$ cat src/rtl/rule_conf_loader.sv
// Rule-configuration write initiator: turns one packed rule descriptor into an
// ordered burst of single-word register writes, committing the valid bit last.
module rule_conf_loader #(
    parameter int TYPE_NUM          = 4,
    parameter int TYPE_OFFSET_WIDTH = 8,
    parameter int TYPE_WIDTH        = 16,
    parameter int KEY_FILED_NUM     = 8,
    parameter int KEY_OFFSET_WIDTH  = 8,
    parameter int RULE_NUM          = 8
) (
    input  logic                                      i_clk,
    input  logic                                      i_rst,
    input  logic                                      i_desc_valid,
    output logic                                      o_desc_ready,
    input  logic [5:0]                                i_desc_rule_id,
    input  logic                                      i_desc_rule_valid,
    input  logic                                      i_desc_upd_offset,
    input  logic [TYPE_NUM*TYPE_OFFSET_WIDTH-1:0]     i_desc_type_offset,
    input  logic [TYPE_NUM*TYPE_WIDTH-1:0]            i_desc_type_data,
    input  logic [TYPE_NUM*TYPE_WIDTH-1:0]            i_desc_type_mask,
    input  logic [KEY_FILED_NUM*KEY_OFFSET_WIDTH-1:0] i_desc_key_offset,
    output logic                                      o_rule_wren,
    input  logic                                      i_rule_wr_ready,
    output logic [31:0]                               o_rule_addr,
    output logic [31:0]                               o_rule_wdata,
    output logic                                      o_busy,
    output logic                                      o_done,
    output logic                                      o_err
);

    typedef enum logic [2:0] {
        S_IDLE,
        S_OFFSET,
        S_TYPE,
        S_KEY,
        S_COMMIT
    } state_t;

    localparam logic [5:0] TYPE_LAST = 6'(TYPE_NUM - 1);
    localparam logic [5:0] KEY_LAST  = 6'(KEY_FILED_NUM - 1);

    state_t     state;
    state_t     next_state;
    logic [5:0] cnt;
    logic [5:0] next_cnt;

    logic [5:0]                                rule_id_q;
    logic                                      rule_valid_q;
    logic [TYPE_NUM*TYPE_OFFSET_WIDTH-1:0]     type_offset_q;
    logic [TYPE_NUM*TYPE_WIDTH-1:0]            type_data_q;
    logic [TYPE_NUM*TYPE_WIDTH-1:0]            type_mask_q;
    logic [KEY_FILED_NUM*KEY_OFFSET_WIDTH-1:0] key_offset_q;

    logic accept;
    logic reject;
    logic wr_fire;

    assign o_desc_ready = (state == S_IDLE) && !i_rst;
    assign accept       = i_desc_valid && o_desc_ready;
    assign reject       = {1'b0, i_desc_rule_id} >= 7'(RULE_NUM);
    assign wr_fire      = o_rule_wren && i_rule_wr_ready;
    assign o_busy       = (state != S_IDLE);

    always_ff @(posedge i_clk) begin
        if (i_rst) begin
            state <= S_IDLE;
            cnt   <= '0;
        end else begin
            state <= next_state;
            cnt   <= next_cnt;
        end
    end

    always_ff @(posedge i_clk) begin
        if (i_rst) begin
            o_done <= 1'b0;
            o_err  <= 1'b0;
        end else begin
            o_done <= (state == S_COMMIT) && wr_fire;
            o_err  <= accept && reject;
        end
    end

    // NOTE: descriptor registers are pure datapath, only ever read while the
    // FSM is outside IDLE, so they carry no reset.
    always_ff @(posedge i_clk) begin
        if (accept) begin
            rule_id_q     <= i_desc_rule_id;
            rule_valid_q  <= i_desc_rule_valid;
            type_offset_q <= i_desc_type_offset;
            type_data_q   <= i_desc_type_data;
            type_mask_q   <= i_desc_type_mask;
            key_offset_q  <= i_desc_key_offset;
        end
    end

    // NOTE: every output of this block gets a default first so no path can
    // infer a latch.
    always_comb begin
        next_state = state;
        next_cnt   = cnt;
        unique case (state)
            S_IDLE: begin
                next_cnt = '0;
                if (accept && !reject) begin
                    if (!i_desc_rule_valid)     next_state = S_COMMIT;
                    else if (i_desc_upd_offset) next_state = S_OFFSET;
                    else                        next_state = S_TYPE;
                end
            end
            S_OFFSET: begin
                if (wr_fire) begin
                    if (cnt == TYPE_LAST) begin
                        next_state = S_TYPE;
                        next_cnt   = '0;
                    end else begin
                        next_cnt = cnt + 6'd1;
                    end
                end
            end
            S_TYPE: begin
                if (wr_fire) begin
                    if (cnt == TYPE_LAST) begin
                        next_state = S_KEY;
                        next_cnt   = '0;
                    end else begin
                        next_cnt = cnt + 6'd1;
                    end
                end
            end
            S_KEY: begin
                if (wr_fire) begin
                    if (cnt == KEY_LAST) begin
                        next_state = S_COMMIT;
                        next_cnt   = '0;
                    end else begin
                        next_cnt = cnt + 6'd1;
                    end
                end
            end
            S_COMMIT: begin
                if (wr_fire) begin
                    next_state = S_IDLE;
                    next_cnt   = '0;
                end
            end
            default: begin
                next_state = S_IDLE;
                next_cnt   = '0;
            end
        endcase
    end

    // Write word is a pure function of state, count and the captured
    // descriptor, so it holds stable by construction while the sink stalls.
    always_comb begin
        o_rule_wren  = 1'b0;
        o_rule_addr  = '0;
        o_rule_wdata = '0;
        unique case (state)
            S_OFFSET: begin
                o_rule_wren      = 1'b1;
                o_rule_addr[3:0] = cnt[3:0];
                o_rule_wdata[TYPE_OFFSET_WIDTH-1:0] =
                    type_offset_q[int'(cnt)*TYPE_OFFSET_WIDTH +: TYPE_OFFSET_WIDTH];
            end
            S_TYPE: begin
                o_rule_wren      = 1'b1;
                o_rule_addr[16]  = 1'b1;
                o_rule_addr[9:8] = 2'b01;
                o_rule_addr[3:0] = cnt[3:0];
                o_rule_wdata[16 +: TYPE_WIDTH] =
                    type_data_q[int'(cnt)*TYPE_WIDTH +: TYPE_WIDTH];
                o_rule_wdata[0 +: TYPE_WIDTH] =
                    type_mask_q[int'(cnt)*TYPE_WIDTH +: TYPE_WIDTH];
            end
            S_KEY: begin
                o_rule_wren      = 1'b1;
                o_rule_addr[16]  = 1'b1;
                o_rule_addr[9:8] = 2'b10;
                o_rule_addr[5:0] = cnt;
                o_rule_wdata[0 +: KEY_OFFSET_WIDTH] =
                    key_offset_q[int'(cnt)*KEY_OFFSET_WIDTH +: KEY_OFFSET_WIDTH];
            end
            S_COMMIT: begin
                o_rule_wren      = 1'b1;
                o_rule_addr[16]  = 1'b1;
                o_rule_addr[5:0] = rule_id_q;
                o_rule_wdata[0]  = rule_valid_q;
            end
            default: begin
                o_rule_wren = 1'b0;
            end
        endcase
    end

endmodule

$ cat config.mk
export PLATFORM = sky130hd
export DESIGN_NAME = rule_conf_loader
export DESIGN_NICKNAME = d
export VERILOG_FILES = /design/src/rtl/rule_conf_loader.sv
export SDC_FILE = /design/constraint.sdc
export NUM_CORES = 1
export LEC_CHECK = 0
export ABC_AREA = 1
export CAP_MARGIN = 20
export CORE_MARGIN = 5
export CORE_UTILIZATION = 30
export DETAILED_ROUTE_END_ITERATION = 7
export MAX_ROUTING_LAYER = met4
export PLACE_DENSITY_LB_ADDON = 0.05
export SYNTH_ARGS = -nofsm -noshare
export SYNTH_HDL_FRONTEND = slang
export SYNTH_SLANG_ARGS = --single-unit
$ cat constraint.sdc
create_clock -name i_clk -period 15.4 [get_ports i_clk]
set_input_delay 4.62 -clock i_clk [delete_from_list [all_inputs] [get_ports i_clk]]
set_output_delay 4.62 -clock i_clk [all_outputs]
set_load 0.02 [all_outputs]
==> impl_metrics.env <==
export IMPL_crit_chain="clkdlybuf4s50_1 > nor2_1 > clkdlybuf4s50_1"
export IMPL_drtPass1Iterations=6
export IMPL_reg2reg_depth=4
export IMPL_worstMarginPinSlew_ns=1.051
export IMPL_cts_made_buffers=28
export IMPL_regToRegEndpoint="type_data_q[42]"
export IMPL_crit_path_end="o_desc_ready"
export IMPL_seq_area_frac_synth_pct=72.63
export IMPL_crit_family="buffers and inverters"
export IMPL_grt_pass1_wl_mm=42.52
export IMPL_cts_root_buffer_cell="clkbuf_16"
export IMPL_antenna_found_initial=10
export IMPL_grt_usage_pct=15.68
export IMPL_start_kind="input pin"
export IMPL_grt_pass1_vias=7085
export IMPL_rr_startpoint="state[1]"
export IMPL_hpwl_mm=19.00
export IMPL_synthTopCellsByCount="edfxtp_1 (231), nor2_1 (199), o21ai_0 (117)"
export IMPL_ctsLongestPathBuffers=3
export IMPL_critPathCaptureType="output port"
export IMPL_hp_class="reg2reg"
export IMPL_critPathMaxStageDelay_ns=0.62
export IMPL_power_frac_seq_pct=44.9
export IMPL_start_util_pct=30.36
export IMPL_gr_total_overflow=0
export IMPL_switching_share_pct=29.34
export IMPL_p_int_w=0.001379
export IMPL_io_pin_count=305
export IMPL_outcome="finished, final reports clean"
export IMPL_synth_edff_count=231
export IMPL_wl_mm=28.83
export IMPL_yosys_top_cells_area="edfxtp_1 (70%), nor2_1 (7.6%), o21ai_0 (5.9%)"
export IMPL_setup_viol=0
export IMPL_slowest_stage="clkdlybuf4s50_1"
export IMPL_ant_nets=0
export IMPL_rsz0062_at_grt="no"
export IMPL_regArea_sq_um=7164
export IMPL_maxSlewViolCount=0
export IMPL_synth_ff_type="edfxtp_1"
export IMPL_clockPowerShare_pct=32.2
export IMPL_fin_nets=1315
export IMPL_cts_hold_buf=0
export IMPL_path_clk_slew_ns=0.06
export IMPL_reg2reg_slack_ns=12.63
export IMPL_max_freq_mhz=93.99
export IMPL_crit_path_start="i_rst"
export IMPL_vdd_ir_drop_max_uv=83.14
export IMPL_ys_ff_latch=242
export IMPL_cts_setup_buffers=0
export IMPL_cts_tree="done"
export IMPL_crit_required_ns=10.78
export IMPL_vias=6934
export IMPL_ctsResizeCount=0
export IMPL_crit_fanout=8
export IMPL_fillers=3057
export IMPL_grt_max_degree=81
export IMPL_fp_row_count=66
export IMPL_combPwrFrac_pct=22.9
export IMPL_syn_to_final_growth_pct=40.78
export IMPL_multi_input_area_sq_um=2312
export IMPL_fin_skew_ns=0.02308
export IMPL_core_area_sq_um=32450
export IMPL_wire_per_inst_um=18.56
export IMPL_cp_buffers_inverters=2
export IMPL_p_switching_w=0.0005727
export IMPL_synthCells=805
export IMPL_async_flop_share_pct=0
export IMPL_die_w_um=191.2
export IMPL_cp_common_cell="clkdlybuf4s50_1"
export IMPL_vias_per_cell=4.465
export IMPL_gp_congestion=0.7910
export IMPL_power_per_cell_area_nw_per_um2=140.7
export IMPL_syn_area_sq_um=9854
export IMPL_fin_crit_ns=10.64
export IMPL_synth_cell_type_count=35
export IMPL_yosysWarnings=0
export IMPL_clkLatencyLatePin_ns=0.54
export IMPL_layout_drive_gt1_share_pct=6.818
export IMPL_port_buffers=281
export IMPL_fin_crit_sh_pct=69.08
export IMPL_finalSetupTns_ns=0
export IMPL_slew_headroom_pct=29.94
export IMPL_cts_sinks=242
export IMPL_drv_cap=0
export IMPL_htreeDepth=1
export IMPL_total_power_w=0.001952
export IMPL_yosysMostFrequentCell="edfxtp_1"
export IMPL_cp_arrival_ns=6.02
export IMPL_crit_cells=3
export IMPL_dieArea_sq_um=36570
export IMPL_drt_iter0_drc=410
export IMPL_hold_violations=0
export IMPL_drc=0
export IMPL_syn_area_per_cell_sq_um=12.24
export IMPL_static_leakage_power_nw=4.753
export IMPL_path_class="in2out"
export IMPL_synth_largest_area_cell="edfxtp_1"
export IMPL_netlist_area_leader_share_pct=70.39
export IMPL_dieHeight_um=191.2
[power groups by stage]
stage / sequential (W) / combinational (W) / clock [W]
4_1_cts: 0.000878 / 0.000459 / 0.000652
3_5_place_dp: 0.000891 / 0.000458 / 0
2_1_floorplan: 0.000890 / 0.000272 / 0
3_3_place_gp: 0.000890 / 0.000457 / 0
6_report: 0.000876 / 0.000447 / 0.000629
5_1_grt: 0.000886 / 0.000498 / 0.000679
[metal layers]
| layer | GRT usage (%) | vias to the layer above | part of all wire (%) |
|---|---|---|---|
| li1 | - | 3396 | - |
| met1 | 19.56 | 3278 | 42 |
| met2 | 24.92 | 221 | 47 |
| met3 | 4.785 | 39 | 7.9 |
| met4 | 4.309 | 0 | 2.5 |
| met5 | - | - | 0 |
[layout by cell type, fill, tap and decap left out, types with 2 or more instances in the layout]
cell type / synthesis / final
clkdlybuf4s50_1: 0 / 281
edfxtp_1: 231 / 231
nor2_1: 199 / 199
o21ai_0: 117 / 117
nand2_1: 38 / 38
a21oi_1: 33 / 33
clkbuf_16: 0 / 28
nand3_1: 26 / 26
conb_1: 1 / 23
o22ai_1: 15 / 15
o211ai_1: 14 / 14
inv_1: 13 / 12
diode_2: 0 / 11
clkinv_2: 0 / 10
dfxtp_1: 11 / 9
clkinv_1: 2 / 7
inv_2: 6 / 6
nand2_2: 6 / 6
clkbuf_1: 14 / 5
buf_4: 26 / 5
o21ai_1: 4 / 4
nand2_4: 3 / 3
nand4_1: 3 / 3
nor2_2: 3 / 3
nor3_1: 3 / 3
nor2_4: 2 / 2
a31oi_1: 2 / 2
bufinv_16: 0 / 2
dfxtp_4: 0 / 2
[kinds of logic (layout without fill, tap and decap cells)]
| logic type | Yosys count | in the layout | synth area share [%] |
|---|---|---|---|
| buffers and inverters | 87 | 360 | 4.749 |
| DFF | 242 | 242 | 72.63 |
| other | 1 | 34 | 0.03805 |
| and+or+nand+nor | 286 | 286 | 12.16 |
| adders and majority gates | 1 | 1 | 0.1269 |
| AOI/OAI and AO/OA | 188 | 188 | 10.30 |
[flip-flops by register name (all words and copies together), names as in the netlist]
register,cells
type_data_q,64
type_offset_q,32
rule_id_q,6
rule_valid_q,1
o_err,1
key_offset_q,64
cnt,6
state,3
o_done,1
type_mask_q,64
[cell type report]
type | instances | share of cell area (%)
tap | 442 | 3.986
clock buffer | 33 | 5.186
multi-input combinational | 498 | 16.67
clock inverter | 19 | 1.100
antenna | 11 | 0.1984
timing repair buffer | 286 | 20.54
inverter | 22 | 0.6764
sequential | 242 | 51.64
[worst min path at each step]
stage                 from     end  depth (start not counted)
floorplan           cnt[5]  cnt[5]                          2
global placement    cnt[5]  cnt[5]                          2
detailed placement  cnt[5]  cnt[5]                          2
CTS                 cnt[5]  cnt[5]                          2
global route        cnt[5]  cnt[5]                          2
finish              cnt[5]  cnt[5]                          2
[metrics by stage]
| stage | instances | area [sq um] | util [%] | hold slack [ns] | setup WS [ns] |
|---|---|---|---|---|---|
| 2_1_floorplan | 827 | 9937 | - | 0.4704 | 5.322 |
| 3_3_place_gp | 1490 | 12970 | 39.98 | 0.4913 | 4.784 |
| 3_5_place_dp | 1490 | 12970 | 39.98 | 0.4972 | 4.753 |
| 4_1_cts | 1542 | 13850 | 42.66 | 0.5068 | 4.751 |
| 5_1_grt | 1552 | 13870 | 42.74 | 0.5516 | 4.711 |
| 6_report | 1553 | 13870 | 42.75 | 0.5004 | 4.761 |
[tightest hold or removal path: cells and delay by family (launching register included)]
| family | cells | cell delay [ns] |
|---|---|---|
| simple gates | 1 | 0.07 |
| flops | 1 | 0.33 |
| compound gates | 1 | 0.05 |
Power figures use the tool's default switching activity.
